`config.mk`:
```
export PLATFORM = sky130hd
export DESIGN_NAME = uart_rx_ctrl
export DESIGN_NICKNAME = d
export VERILOG_FILES = /design/src/rtl/uart_pkg.sv /design/src/rtl/uart_sync_fifo.sv /design/src/rtl/uart_rx_ctrl.sv
export SDC_FILE = /design/constraint.sdc
export NUM_CORES = 1
export LEC_CHECK = 0
export CORE_UTILIZATION = 60
export DETAILED_ROUTE_END_ITERATION = 8
export GPL_ROUTABILITY_DRIVEN = 0
export PLACE_DENSITY = 0.88
export SYNTH_ARGS = -nofsm -noshare
export SYNTH_HDL_FRONTEND = slang
export SYNTH_SLANG_ARGS = --single-unit
```
`constraint.sdc`:
```
create_clock -name clk -period 3.6 [get_ports clk]
set_input_delay 0.54 -clock clk [delete_from_list [all_inputs] [get_ports clk]]
set_output_delay 0.54 -clock clk [all_outputs]
set_load 0.05 [all_outputs]
```
`src/rtl/uart_pkg.sv`:
```
// Shared definitions for the UART receive controller: default parameters,
// one-hot FSM encoding and a small sizing helper.
package uart_pkg;

  localparam int unsigned DATA_WD_DEF           = 8;
  localparam int unsigned OVERSAMPLING_RATE_DEF = 16;
  localparam int unsigned TIMEOUT_TICKS_DEF     = 192;
  localparam int unsigned IDLE_TICKS_DEF        = 16;
  localparam int unsigned FIFO_DEPTH_DEF        = 8;
  localparam int unsigned CNT_WD_DEF            = 16;

  // One-hot controller states
  typedef enum logic [4:0] {
    ST_IDLE    = 5'b00001,
    ST_ARM     = 5'b00010,
    ST_WAIT    = 5'b00100,
    ST_STORE   = 5'b01000,
    ST_RECOVER = 5'b10000
  } ctrl_state_e;

  // Largest of three tick limits; sizes the shared tick timer
  function automatic int unsigned max3_u(input int unsigned a,
                                         input int unsigned b,
                                         input int unsigned c);
    int unsigned m;
    m = a;
    if (b > m) m = b;
    if (c > m) m = c;
    return m;
  endfunction

endpackage

```
`src/rtl/uart_sync_fifo.sv`:
```
// Synchronous first-word fall-through FIFO.
// Ports: push/din write side, pop/dout read side (dout valid while !empty),
// full/empty flags and level occupancy. A pop frees a slot for a same-cycle
// push when full. DEPTH must be a power of two >= 2.
module uart_sync_fifo #(
  parameter int unsigned WIDTH = 8,
  parameter int unsigned DEPTH = 8
) (
  input  logic                     clk,
  input  logic                     rst_n,
  input  logic                     push,
  input  logic [WIDTH-1:0]         din,
  input  logic                     pop,
  output logic [WIDTH-1:0]         dout,
  output logic                     full,
  output logic                     empty,
  output logic [$clog2(DEPTH):0]   level
);

  localparam int unsigned AW = $clog2(DEPTH);
  localparam int unsigned LW = AW + 1;

  logic [WIDTH-1:0] mem [DEPTH];
  logic [AW-1:0]    wr_ptr;
  logic [AW-1:0]    rd_ptr;
  logic [LW-1:0]    count;
  logic             do_push;
  logic             do_pop;

  assign empty   = (count == '0);
  assign full    = (count == LW'(DEPTH));
  assign do_pop  = pop && !empty;
  assign do_push = push && (!full || do_pop);
  assign level   = count;
  // Head word is shown as zero while empty so the output is clean after reset
  assign dout    = empty ? '0 : mem[rd_ptr];

  // Pointer and occupancy bookkeeping; pointers wrap naturally at DEPTH
  always_ff @(posedge clk or negedge rst_n) begin
    if (!rst_n) begin
      wr_ptr <= '0;
      rd_ptr <= '0;
      count  <= '0;
    end else begin
      if (do_push) wr_ptr <= wr_ptr + AW'(1);
      if (do_pop)  rd_ptr <= rd_ptr + AW'(1);
      count <= count + LW'(do_push) - LW'(do_pop);
    end
  end

  // Storage array, no reset needed
  always_ff @(posedge clk) begin
    if (do_push) mem[wr_ptr] <= din;
  end

endmodule

```
`src/rtl/uart_rx_ctrl.sv`:
```
// Receive-side sequencer for one uart_rx instance.
// Detects a start edge on the synchronized line, pulses rx_start, supervises
// the frame with a tick timeout, buffers good bytes in a FIFO drained over
// m_data/m_valid/m_ready, and keeps saturating error statistics.
// Ports: clk, rst_n, enable, rx_line, tick; rx_start to uart_rx;
// rx_done/rx_busy/parity_error_flag/framing_error_flag/rx_dout from uart_rx;
// m_data/m_valid/m_ready stream, fifo_level, overrun, error counters,
// clear_stats.
module uart_rx_ctrl
  import uart_pkg::*;
#(
  parameter int unsigned DATA_WD           = DATA_WD_DEF,
  parameter int unsigned OVERSAMPLING_RATE = OVERSAMPLING_RATE_DEF,
  parameter int unsigned TIMEOUT_TICKS     = TIMEOUT_TICKS_DEF,
  parameter int unsigned IDLE_TICKS        = IDLE_TICKS_DEF,
  parameter int unsigned FIFO_DEPTH        = FIFO_DEPTH_DEF,
  parameter int unsigned CNT_WD            = CNT_WD_DEF
) (
  input  logic                          clk,
  input  logic                          rst_n,
  input  logic                          enable,
  input  logic                          rx_line,
  input  logic                          tick,
  output logic                          rx_start,
  input  logic                          rx_done,
  input  logic                          rx_busy,
  input  logic                          parity_error_flag,
  input  logic                          framing_error_flag,
  input  logic [DATA_WD-1:0]            rx_dout,
  output logic [DATA_WD-1:0]            m_data,
  output logic                          m_valid,
  input  logic                          m_ready,
  output logic [$clog2(FIFO_DEPTH):0]   fifo_level,
  output logic                          overrun,
  output logic [CNT_WD-1:0]             frame_err_cnt,
  output logic [CNT_WD-1:0]             parity_err_cnt,
  output logic [CNT_WD-1:0]             timeout_cnt,
  input  logic                          clear_stats
);

  // Timer covers the frame timeout, the recovery idle window and a bit period
  localparam int unsigned TMR_WD =
    $clog2(max3_u(TIMEOUT_TICKS, IDLE_TICKS, OVERSAMPLING_RATE) + 1);

  ctrl_state_e       state;
  logic [TMR_WD-1:0] timer;
  logic              sync1;
  logic              line_s;
  logic              line_s_d;
  logic              rx_done_d;

  logic              start_edge;
  logic              done_rise;
  logic              err_any;
  logic              in_wait;
  logic              frame_inc;
  logic              parity_inc;
  logic              timeout_inc;
  logic              has_room;
  logic              fifo_push;
  logic              fifo_full;
  logic              fifo_empty;
  logic              unused_busy;

  // Busy is informational only; sequencing relies on done and error flags
  assign unused_busy = rx_busy;

  // Two-flop synchronizer plus edge-detect history; idle line is high
  always_ff @(posedge clk or negedge rst_n) begin
    if (!rst_n) begin
      sync1     <= 1'b1;
      line_s    <= 1'b1;
      line_s_d  <= 1'b1;
      rx_done_d <= 1'b0;
    end else begin
      sync1     <= rx_line;
      line_s    <= sync1;
      line_s_d  <= line_s;
      rx_done_d <= rx_done;
    end
  end

  assign start_edge = line_s_d && !line_s;
  assign done_rise  = rx_done && !rx_done_d;
  assign err_any    = framing_error_flag || parity_error_flag;
  assign in_wait    = (state == ST_WAIT);

  // Error classification: framing outranks parity, any error outranks done
  assign frame_inc   = in_wait && framing_error_flag;
  assign parity_inc  = in_wait && !framing_error_flag && parity_error_flag;
  assign timeout_inc = in_wait && !err_any && !done_rise && tick &&
                       (timer == TMR_WD'(TIMEOUT_TICKS - 1));

  // A same-cycle pop frees a slot for the byte being stored
  assign has_room  = !fifo_full || (m_valid && m_ready);
  assign fifo_push = (state == ST_STORE) && has_room;

  // Frame sequencer
  always_ff @(posedge clk or negedge rst_n) begin
    if (!rst_n) begin
      state    <= ST_IDLE;
      timer    <= '0;
      rx_start <= 1'b0;
    end else begin
      rx_start <= 1'b0;
      case (state)
        ST_IDLE: begin
          if (start_edge && enable) begin
            state    <= ST_ARM;
            rx_start <= 1'b1;
          end
        end
        ST_ARM: begin
          timer <= '0;
          state <= ST_WAIT;
        end
        ST_WAIT: begin
          if (err_any) begin
            timer <= '0;
            state <= ST_RECOVER;
          end else if (done_rise) begin
            state <= ST_STORE;
          end else if (timeout_inc) begin
            timer <= '0;
            state <= ST_RECOVER;
          end else if (tick) begin
            timer <= timer + TMR_WD'(1);
          end
        end
        ST_STORE: begin
          state <= ST_IDLE;
        end
        ST_RECOVER: begin
          // Line must stay high for a full idle window before rearming
          if (!line_s) begin
            timer <= '0;
          end else if (tick) begin
            if (timer == TMR_WD'(IDLE_TICKS - 1)) begin
              timer <= '0;
              state <= ST_IDLE;
            end else begin
              timer <= timer + TMR_WD'(1);
            end
          end
        end
        default: begin
          timer <= '0;
          state <= ST_IDLE;
        end
      endcase
    end
  end

  // Sticky overrun and saturating error counters; clear wins over updates
  always_ff @(posedge clk or negedge rst_n) begin
    if (!rst_n) begin
      overrun        <= 1'b0;
      frame_err_cnt  <= '0;
      parity_err_cnt <= '0;
      timeout_cnt    <= '0;
    end else if (clear_stats) begin
      overrun        <= 1'b0;
      frame_err_cnt  <= '0;
      parity_err_cnt <= '0;
      timeout_cnt    <= '0;
    end else begin
      if ((state == ST_STORE) && !has_room)
        overrun <= 1'b1;
      if (frame_inc && (frame_err_cnt != '1))
        frame_err_cnt <= frame_err_cnt + CNT_WD'(1);
      if (parity_inc && (parity_err_cnt != '1))
        parity_err_cnt <= parity_err_cnt + CNT_WD'(1);
      if (timeout_inc && (timeout_cnt != '1))
        timeout_cnt <= timeout_cnt + CNT_WD'(1);
    end
  end

  assign m_valid = !fifo_empty;

  uart_sync_fifo #(
    .WIDTH (DATA_WD),
    .DEPTH (FIFO_DEPTH)
  ) u_fifo (
    .clk   (clk),
    .rst_n (rst_n),
    .push  (fifo_push),
    .din   (rx_dout),
    .pop   (m_ready),
    .dout  (m_data),
    .full  (fifo_full),
    .empty (fifo_empty),
    .level (fifo_level)
  );

endmodule

```
# Word level (Yosys, flattened, before mapping)
# Memories as Yosys holds them, arrays and structs flattened.
# Index checks and enable logic that the tools add are counted.
# op_classes
n_addsub	8
eq_ne	19
n_mux	29
n_bitwise	1
n_reduce_logical	35
# op_table
cell	count
16-bit 2-to-1 mux	6
8-bit 2-to-1 mux	8
16-bit by 1-bit adder with 16-bit output (second input constant)	3
16-bit inequality test (second input constant)	3
5-bit 2-to-1 mux	7
8-bit one-hot mux with 3 select lines	1
5-bit one-hot mux with 4 select lines	1
1-bit logical AND	17
8-bit by 1-bit adder with 8-bit output (second input constant)	1
8-bit by 4-bit equality test with 1-bit output (second input constant)	1
8-bit equality test (second input constant)	1
1-bit logical NOT	8
2-bit inequality test (second input constant)	4
4-bit by 3-bit inequality test with 1-bit output (second input constant)	2
2-bit nonzero test	4
3-bit by 1-bit adder with 3-bit output (second input constant)	2
1-bit 2-to-1 mux	6
3-bit inequality test (second input constant)	2
5-bit by 1-bit equality test with 1-bit output (second input constant)	1
5-bit by 2-bit equality test with 1-bit output (second input constant)	1
5-bit by 3-bit equality test with 1-bit output (second input constant)	1
5-bit by 4-bit equality test with 1-bit output (second input constant)	1
5-bit equality test (second input constant)	1
5-bit AND reduction	1
other kinds (8)	9
# totals
register_bits	77
ramBits	64
input_bits	19
elab_cells	107
n_memories	1
# memory_table
memory	words	word_bits	rd	rd_ports_with_merged_regs	write_ports	line_no	text
u_fifo.mem	8	8	1	0	1	uart_sync_fifo.sv:23	logic [WIDTH-1:0] mem [DEPTH];

# Logic depth before layout (Yosys ltp)
# Gate-level depths: netlist of run 1.
# logic_depth
word_depth	10
ltp_mapped	13
mapped_depth_nobuf	12

# By module
# Synthesis of run 1 repeated with hierarchy kept, for this count alone.
# hier_totals
hier_cells	575
hier_area_um2	6825.3
# modules_own_cells
module	instances	cells_each	area_per_inst_um2	seq_area_each_um2
uart_rx_ctrl	1	386	3707.3	1681.6
uart_sync_fifo	1	189	3118.0	2172.1

# Worst setup path before layout of run 1
# Ideal clock, no wire load.
# synth_timing
kind	flip-flop to flip-flop
from	register u_fifo.count[2] (netlist: u_fifo.level[2])
to	register u_fifo.count[2] (netlist: u_fifo.level[2])
setup_time_ps	123
arrival_time_ps	2823
required_time_ps	3477
slack_ps	654
path_stages_with_launch	14
period_less_slack_ps	2946
path_cell_list	dfrtp_1 inv_1 ha_1 and2_1 clkbuf_1 inv_1 nand2_1 inv_1 ha_1 inv_1 ha_1 inv_1 fa_1 xnor2_1
# synth_via
elab_chain_len	8
elab_cells_between_ends	10
# synth_lines
element	line_no	text
from (decl)	uart_sync_fifo.sv:26	logic [LW-1:0] count;
from (signal assigned)	uart_sync_fifo.sv:47	count <= count + LW'(do_push) - LW'(do_pop);
4-bit logical NOT (*)	uart_sync_fifo.sv:30	assign empty = (count == '0);
1-bit logical NOT (*)	uart_rx_ctrl.sv:178	assign m_valid = !fifo_empty;
named net m_valid	uart_rx_ctrl.sv:31	output logic m_valid,
1-bit logical AND (*)	uart_sync_fifo.sv:32, uart_rx_ctrl.sv:95	
named net u_fifo.do_pop	uart_sync_fifo.sv:28	logic do_pop;
1-bit logical OR	uart_sync_fifo.sv:33	assign do_push = push && (!full || do_pop);
1-bit logical AND	uart_rx_ctrl.sv:96	assign fifo_push = (state == ST_STORE) && has_room;
1-bit logical AND	uart_sync_fifo.sv:33	
4-bit by 1-bit adder with 4-bit output	uart_sync_fifo.sv:47	
4-bit by 1-bit subtractor with 4-bit output (*)	uart_sync_fifo.sv:47	
# The timed path passes the listed nets; every way through them passes the cells marked *.
# A chain may end at the register's enable or synchronous reset.

# Worst setup path after layout of run 1
# layout_timing
from	register u_fifo.rd_ptr[1]
to	output port m_data[6]
# layout_via
elab_chain_len	2
# layout_lines
element	line_no	text
from (decl)	uart_sync_fifo.sv:25	logic [AW-1:0] rd_ptr;
from (signal assigned)	uart_sync_fifo.sv:46	if (do_pop) rd_ptr <= rd_ptr + AW'(1);
memory read 8 x 8 bit	-	
8-bit 2-to-1 mux	uart_sync_fifo.sv:36	assign dout = empty ? '0 : mem[rd_ptr];
to (decl)	uart_rx_ctrl.sv:30	output logic [DATA_WD-1:0] m_data,
# Every way passes these cells.

==> results.sh, run 1 <==
export IMPL_status="completed"
export IMPL_vias=4897
export IMPL_vias_per_cell=6.19
export IMPL_dpl_hpwl_um=9490
export IMPL_cts_setup_buffers=0
export IMPL_n_antenna_cell=0
export IMPL_antenna_found_initial=0
export IMPL_p_leak_nw=3.18
export IMPL_drt_total_wl_um=15600
export IMPL_die_h_um=108
export IMPL_finClkSkew_ps=6.38
export IMPL_startpoint="u_fifo.rd_ptr[1]$_DFFE_PN0P_"
export IMPL_rsz0062_at_grt="false"
export IMPL_synth_area_leaders="edfxtp_1 29%, dfrtp_1 27%, mux4_2 5.4%"
export IMPL_grt_overflow=0
export IMPL_synth_top_cell_area_share=0.287
export IMPL_path_clk_slew_ps=60
export IMPL_worst_slack_ps=200
export IMPL_setup_violations=0
export IMPL_grt_usage=0.288
export IMPL_critPathLaunchType="flip-flop"
export IMPL_fin_nets=670
export IMPL_synthesis_instances=548
export IMPL_worst_pin_slew_ps=996
export IMPL_avgSynthCellArea_um2=12.2
export IMPL_fp_coreArea_um2=10800
export IMPL_slew_violations=0
export IMPL_max_freq_mhz=294
export IMPL_ys_warn_count=0
export IMPL_dp_slack_ps=793
export IMPL_synth_common_cells="73 x dfrtp_1, 64 x edfxtp_1, 57 x nor2_1, 35 x nand2_1, 26 x nand3_1"
export IMPL_remaining_drc_errors=0
export IMPL_ir_worst_vdd_mv=0.511
export IMPL_ys_seq_area_frac=0.576
export IMPL_yosys_area_top_type="edfxtp_1"
export IMPL_clk_latency_ps=530
export IMPL_io_buffers=80
export IMPL_drtPass1Iterations=4
export IMPL_clock_sinks=141
export IMPL_final_cells=791
export IMPL_slew_headroom=0.336
export IMPL_die_x_um=108
export IMPL_ys_ff_latch=141
export IMPL_cts_buffer_depth=2
export IMPL_cts_buffers=17
export IMPL_fin_setup_tns_ps=0
export IMPL_power_total_mw=5.02
export IMPL_cts_root_buf="clkbuf_8"
export IMPL_h_tree_depth=4
export IMPL_regToRegStartpoint="u_fifo.level[2]$_DFF_PN0_"
export IMPL_tritoncts="built"
export IMPL_multiInputGateArea_um2=2680
export IMPL_grt_max_degree=78
export IMPL_timing_final_crit_share=0.945
export IMPL_cts_hold_buf=0
export IMPL_drive_gt1_frac=0.131
export IMPL_post_cts_resized=0
export IMPL_post_place_cells=759
export IMPL_dieArea_um2=11600
export IMPL_synth_most_common_cell="dfrtp_1"
export IMPL_hold_viol_final=0
export IMPL_rows=38
export IMPL_fin_crit_ps=3400
export IMPL_hold_class="primary input to async pin"
export IMPL_synth_distinct_cells=66
export IMPL_io_pins=82
export IMPL_synth_edf_count=64
export IMPL_syn_area_um2=6690
export IMPL_required_ps=3060
export IMPL_endpoint_kind="output pin"
export IMPL_synth_ff_type="dfrtp_1"
export IMPL_syn2layout_area_growth_pct=23.8
export IMPL_start_util=0.617
export IMPL_synth_async_reset_ratio=0.546
export IMPL_fillCellCount=655
export IMPL_cap_violations=0
export IMPL_drtIter0Drc=363
export IMPL_grt_first_pass_wirelength_um=25000
export IMPL_ff_latch_area_um2=3850
export IMPL_wl_per_cell_um=19.7
export IMPL_path_class="flip-flop to output pin"
export IMPL_cp_max_fo=18
export IMPL_grt_pass1_vias=4926
export IMPL_ant_nets=0
export IMPL_arrival_ps=2860
export IMPL_power_density_nw_per_um2=606
export IMPL_synth_nets=580
## layout make-up
cell class	count	share of cell area
multi-input cells	368	0.324
clock buffers	18	0.0516
repair buffers	90	0.105
inverters	20	0.00906
clock inverters	14	0.0249
flip-flops and latches	141	0.465
well taps	140	0.0211
## critical path: stages, from the launching register on
cell and delay (ps):
dfrtp_1 880, mux4_2 370, mux2i_1 90, nor2_1 160, clkdlybuf4s50_1 830
## state kept, by name, summed over array words and instances (netlist names), 4 cells and up
| name | count |
|---|---|
| timer | 8 |
| u_fifo.level | 4 |
| timeout_cnt | 16 |
| state | 5 |
| frame_err_cnt | 16 |
| u_fifo.mem | 64 |
| parity_err_cnt | 16 |
## worst paths after layout
check                                                    end  slack [ps]  cells past startpoint
worst max-delay path                               m_data[6]         200                      4
worst min-delay path            u_fifo.rd_ptr[1]$_DFFE_PN0P_         150                      1
worst max register to register     u_fifo.level[1]$_DFF_PN0_         910                     12
worst min register to register              line_s$_DFF_PN1_         360                      0
max in group asynchronous       frame_err_cnt[2]$_DFFE_PN0P_        2780                      1
min in group clk                            line_s$_DFF_PN1_         360                      0
## report_power, final
group,switching [mW],total [mW],internal (mW)
Combinational,0.753,1.28,0.526
Sequential,0.120,1.86,1.75
Clock,0.715,1.88,1.16
Total,1.59,5.02,3.43
## through the flow
stage,hold slack (ps),utilization,instance area (um^2)
after floorplan,244,-,6690
after global placement,346,0.706,7650
after detailed placement,349,0.706,7650
after CTS,190,0.765,8290
after global routing,233,0.765,8290
final,146,0.765,8290
## cell usage in the layout, fill, tap and decap left out, types with 13 or more instances in the layout
cell type,n
inv_1,20
xnor2_1,22
a21oi_1,19
nand2_1,35
o21ai_0,21
clkbuf_16,16
mux4_2,16
nand4_1,13
nor2_1,57
edfxtp_1,64
nand3_1,26
dfrtp_1,73
clkdlybuf4s50_1,78
## layer usage
| metal | up-vias | wire (um) | track usage | part of all wire |
|---|---|---|---|---|
| li1 | 2214 | - | - | - |
| met5 | - | 0 | 0 | 0 |
| met2 | 205 | 8180 | 0.494 | 0.52 |
| met4 | 0 | 317 | 0.106 | 0.020 |
| met3 | 28 | 983 | 0.0672 | 0.063 |
| met1 | 2450 | 6110 | 0.357 | 0.39 |
## kinds of logic after synthesis
logic type | Yosys count | synth area share
simple gates | 217 | 0.183
compound gates | 74 | 0.0722
xor+xnor | 32 | 0.0419
buf+inv | 39 | 0.0236
mux | 32 | 0.0785
flops | 141 | 0.576
fa+ha+maj | 13 | 0.0254
(Power assumes the default switching activity.)
==> inputs of run 2 (changes only) <==
--- a/config.mk
+++ b/config.mk
@@ -5,6 +5,7 @@
 export SDC_FILE = /design/constraint.sdc
 export NUM_CORES = 1
 export LEC_CHECK = 0
+export CAP_MARGIN = 20
 export CORE_UTILIZATION = 60
 export DETAILED_ROUTE_END_ITERATION = 8
 export GPL_ROUTABILITY_DRIVEN = 0
==> results.sh, run 2 (synthesized netlist as in run 1, its figures left out) <==
export IMPL_timing_final_crit_share=0.952
export IMPL_cts_root_buf="clkbuf_8"
export IMPL_fillCellCount=649
export IMPL_drt_total_wl_um=15700
export IMPL_io_buffers=80
export IMPL_use_met2=0.494
export IMPL_p_sw_frac=0.318
export IMPL_top_register="u_fifo.mem"
export IMPL_wl_per_cell_um=19.8
export IMPL_arrival_ps=2890
export IMPL_finClkSkew_ps=8.36
export IMPL_endpoint_kind="output pin"
export IMPL_worst_pin_slew_ps=1010
export IMPL_ir_worst_vdd_mv=0.513
export IMPL_dieArea_um2=11600
export IMPL_vias=4940
export IMPL_required_ps=3060
export IMPL_ant_nets=0
export IMPL_status="completed"
export IMPL_grt_max_degree=78
export IMPL_final_cell_mix="78 x clkdlybuf4s50_1, 73 x dfrtp_1, 64 x edfxtp_1"
export IMPL_critPathLaunchType="flip-flop"
export IMPL_largest_reg_flops=64
export IMPL_drtPass1Iterations=5
export IMPL_path_clk_slew_ps=60
export IMPL_drtIter0Drc=410
export IMPL_tritoncts="built"
export IMPL_fin_crit_ps=3430
export IMPL_die_h_um=108
export IMPL_hold_class="flip-flop to flip-flop"
export IMPL_r2r_cells=12
export IMPL_regToRegStartpoint="u_fifo.level[2]$_DFF_PN0_"
export IMPL_whs_ps=355
export IMPL_slew_violations=0
export IMPL_grt_usage=0.288
export IMPL_syn2layout_area_growth_pct=24.4
export IMPL_post_place_cells=759
export IMPL_power_density_nw_per_um2=605
export IMPL_setup_violations=0
export IMPL_cts_buffers=17
export IMPL_final_cells=793
export IMPL_remaining_drc_errors=0
export IMPL_p_seq_frac=0.370
export IMPL_clk_latency_ps=540
export IMPL_fin_setup_tns_ps=0
export IMPL_p_switching_mw=1.60
export IMPL_hold_viol_final=0
export IMPL_cap_violations=0
export IMPL_final_common_cell="clkdlybuf4s50_1"
export IMPL_slew_headroom=0.324
export IMPL_p_int_mw=3.44
export IMPL_clockPowerShare=0.373
export IMPL_use_met1=0.357
export IMPL_use_met3=0.0672
export IMPL_start_util=0.617
export IMPL_post_cts_resized=0
export IMPL_p_comb_frac=0.257
export IMPL_h_tree_depth=4
export IMPL_finish_utilization=0.768
export IMPL_rsz0062_at_grt="false"
export IMPL_fp_coreArea_um2=10800
export IMPL_rr_endpoint="u_fifo.level[1]$_DFF_PN0_"
export IMPL_grt_pass1_vias=4926
export IMPL_cts_buffer_depth=2
export IMPL_rows=38
export IMPL_cp_max_fo=18
export IMPL_ff_latch_area_um2=3850
export IMPL_clock_sinks=141
export IMPL_busiest_layer="met2"
export IMPL_max_freq_mhz=292
export IMPL_antenna_found_initial=0
export IMPL_vias_per_cell=6.23
export IMPL_dpl_hpwl_um=9490
export IMPL_drive_gt1_frac=0.132
export IMPL_grt_overflow=0
export IMPL_hold_path_endpoint="line_s$_DFF_PN1_"
export IMPL_path_class="flip-flop to output pin"
export IMPL_regToRegSetupSlack_ps=890
export IMPL_fin_nets=672
export IMPL_multiInputGateArea_um2=2680
export IMPL_io_pins=82
export IMPL_grt_first_pass_wirelength_um=25000
export IMPL_die_x_um=108
export IMPL_n_antenna_cell=0
export IMPL_holdPathStages=0
export IMPL_min_from="sync1$_DFF_PN1_"
export IMPL_p_leak_nw=3.20
[run 2: cell types whose count changed in the layout (fill, tap and decap cells not counted)]
cell	before	now
buf_16	0	1
dlygate4sd3_1	0	1
[run 2: worst max path at each step]
stage                                  from                        end  cells past startpoint
4_1_cts        u_fifo.rd_ptr[1]$_DFFE_PN0P_                  m_data[6]                      4
3_3_place_gp   u_fifo.rd_ptr[1]$_DFFE_PN0P_                  m_data[6]                      4
6_report       u_fifo.rd_ptr[1]$_DFFE_PN0P_                  m_data[6]                      4
2_1_floorplan     u_fifo.level[2]$_DFF_PN0_  u_fifo.level[2]$_DFF_PN0_                     13
5_1_grt        u_fifo.rd_ptr[1]$_DFFE_PN0P_                  m_data[6]                      4
3_5_place_dp             framing_error_flag       timer[5]$_DFFE_PN0P_                      6
[run 2: repair_timing]
item / in CTS / in global routing
hold endpoints to repair: 0 / 5
hold buffers: 0 / 1
buffers inserted: 0 / 0
[run 2: worst max-delay path: stages (launching register included)]
cell and delay (ps):
dfrtp_1 890, mux4_2 370, mux2i_1 90, nor2_1 170
clkdlybuf4s50_1 830
[run 2: power by group through the flow]
stage / combinational, mW / clock [mW] / sequential, mW
finish: 1.29 / 1.88 / 1.87
global route: 1.37 / 1.96 / 1.88
CTS: 1.29 / 1.89 / 1.87
detailed placement: 1.26 / 0 / 1.90
global placement: 1.21 / 0 / 1.89
floorplan: 0.898 / 0 / 1.90
[run 2: cell type report]
class,instances,share of cell area
clock buffers,18,0.0514
repair buffers,92,0.109
multi-input cells,368,0.322
inverters,20,0.00902
flip-flops and latches,141,0.463
clock inverters,14,0.0248
well taps,140,0.0210
[run 2: layer usage]
layer	share of wire	wire, um
met3	0.063	997
met2	0.52	8200
met4	0.023	355
met5	0	0
met1	0.39	6180
[run 2: through the flow]
step	cell area, um^2	worst slack, ps	power [mW]
after detailed placement	7650	793	3.16
final	8330	173	5.04
after global routing	8330	66.0	5.21
after CTS	8290	151	5.05
after floorplan	6690	654	2.79
after global placement	7650	838	3.10
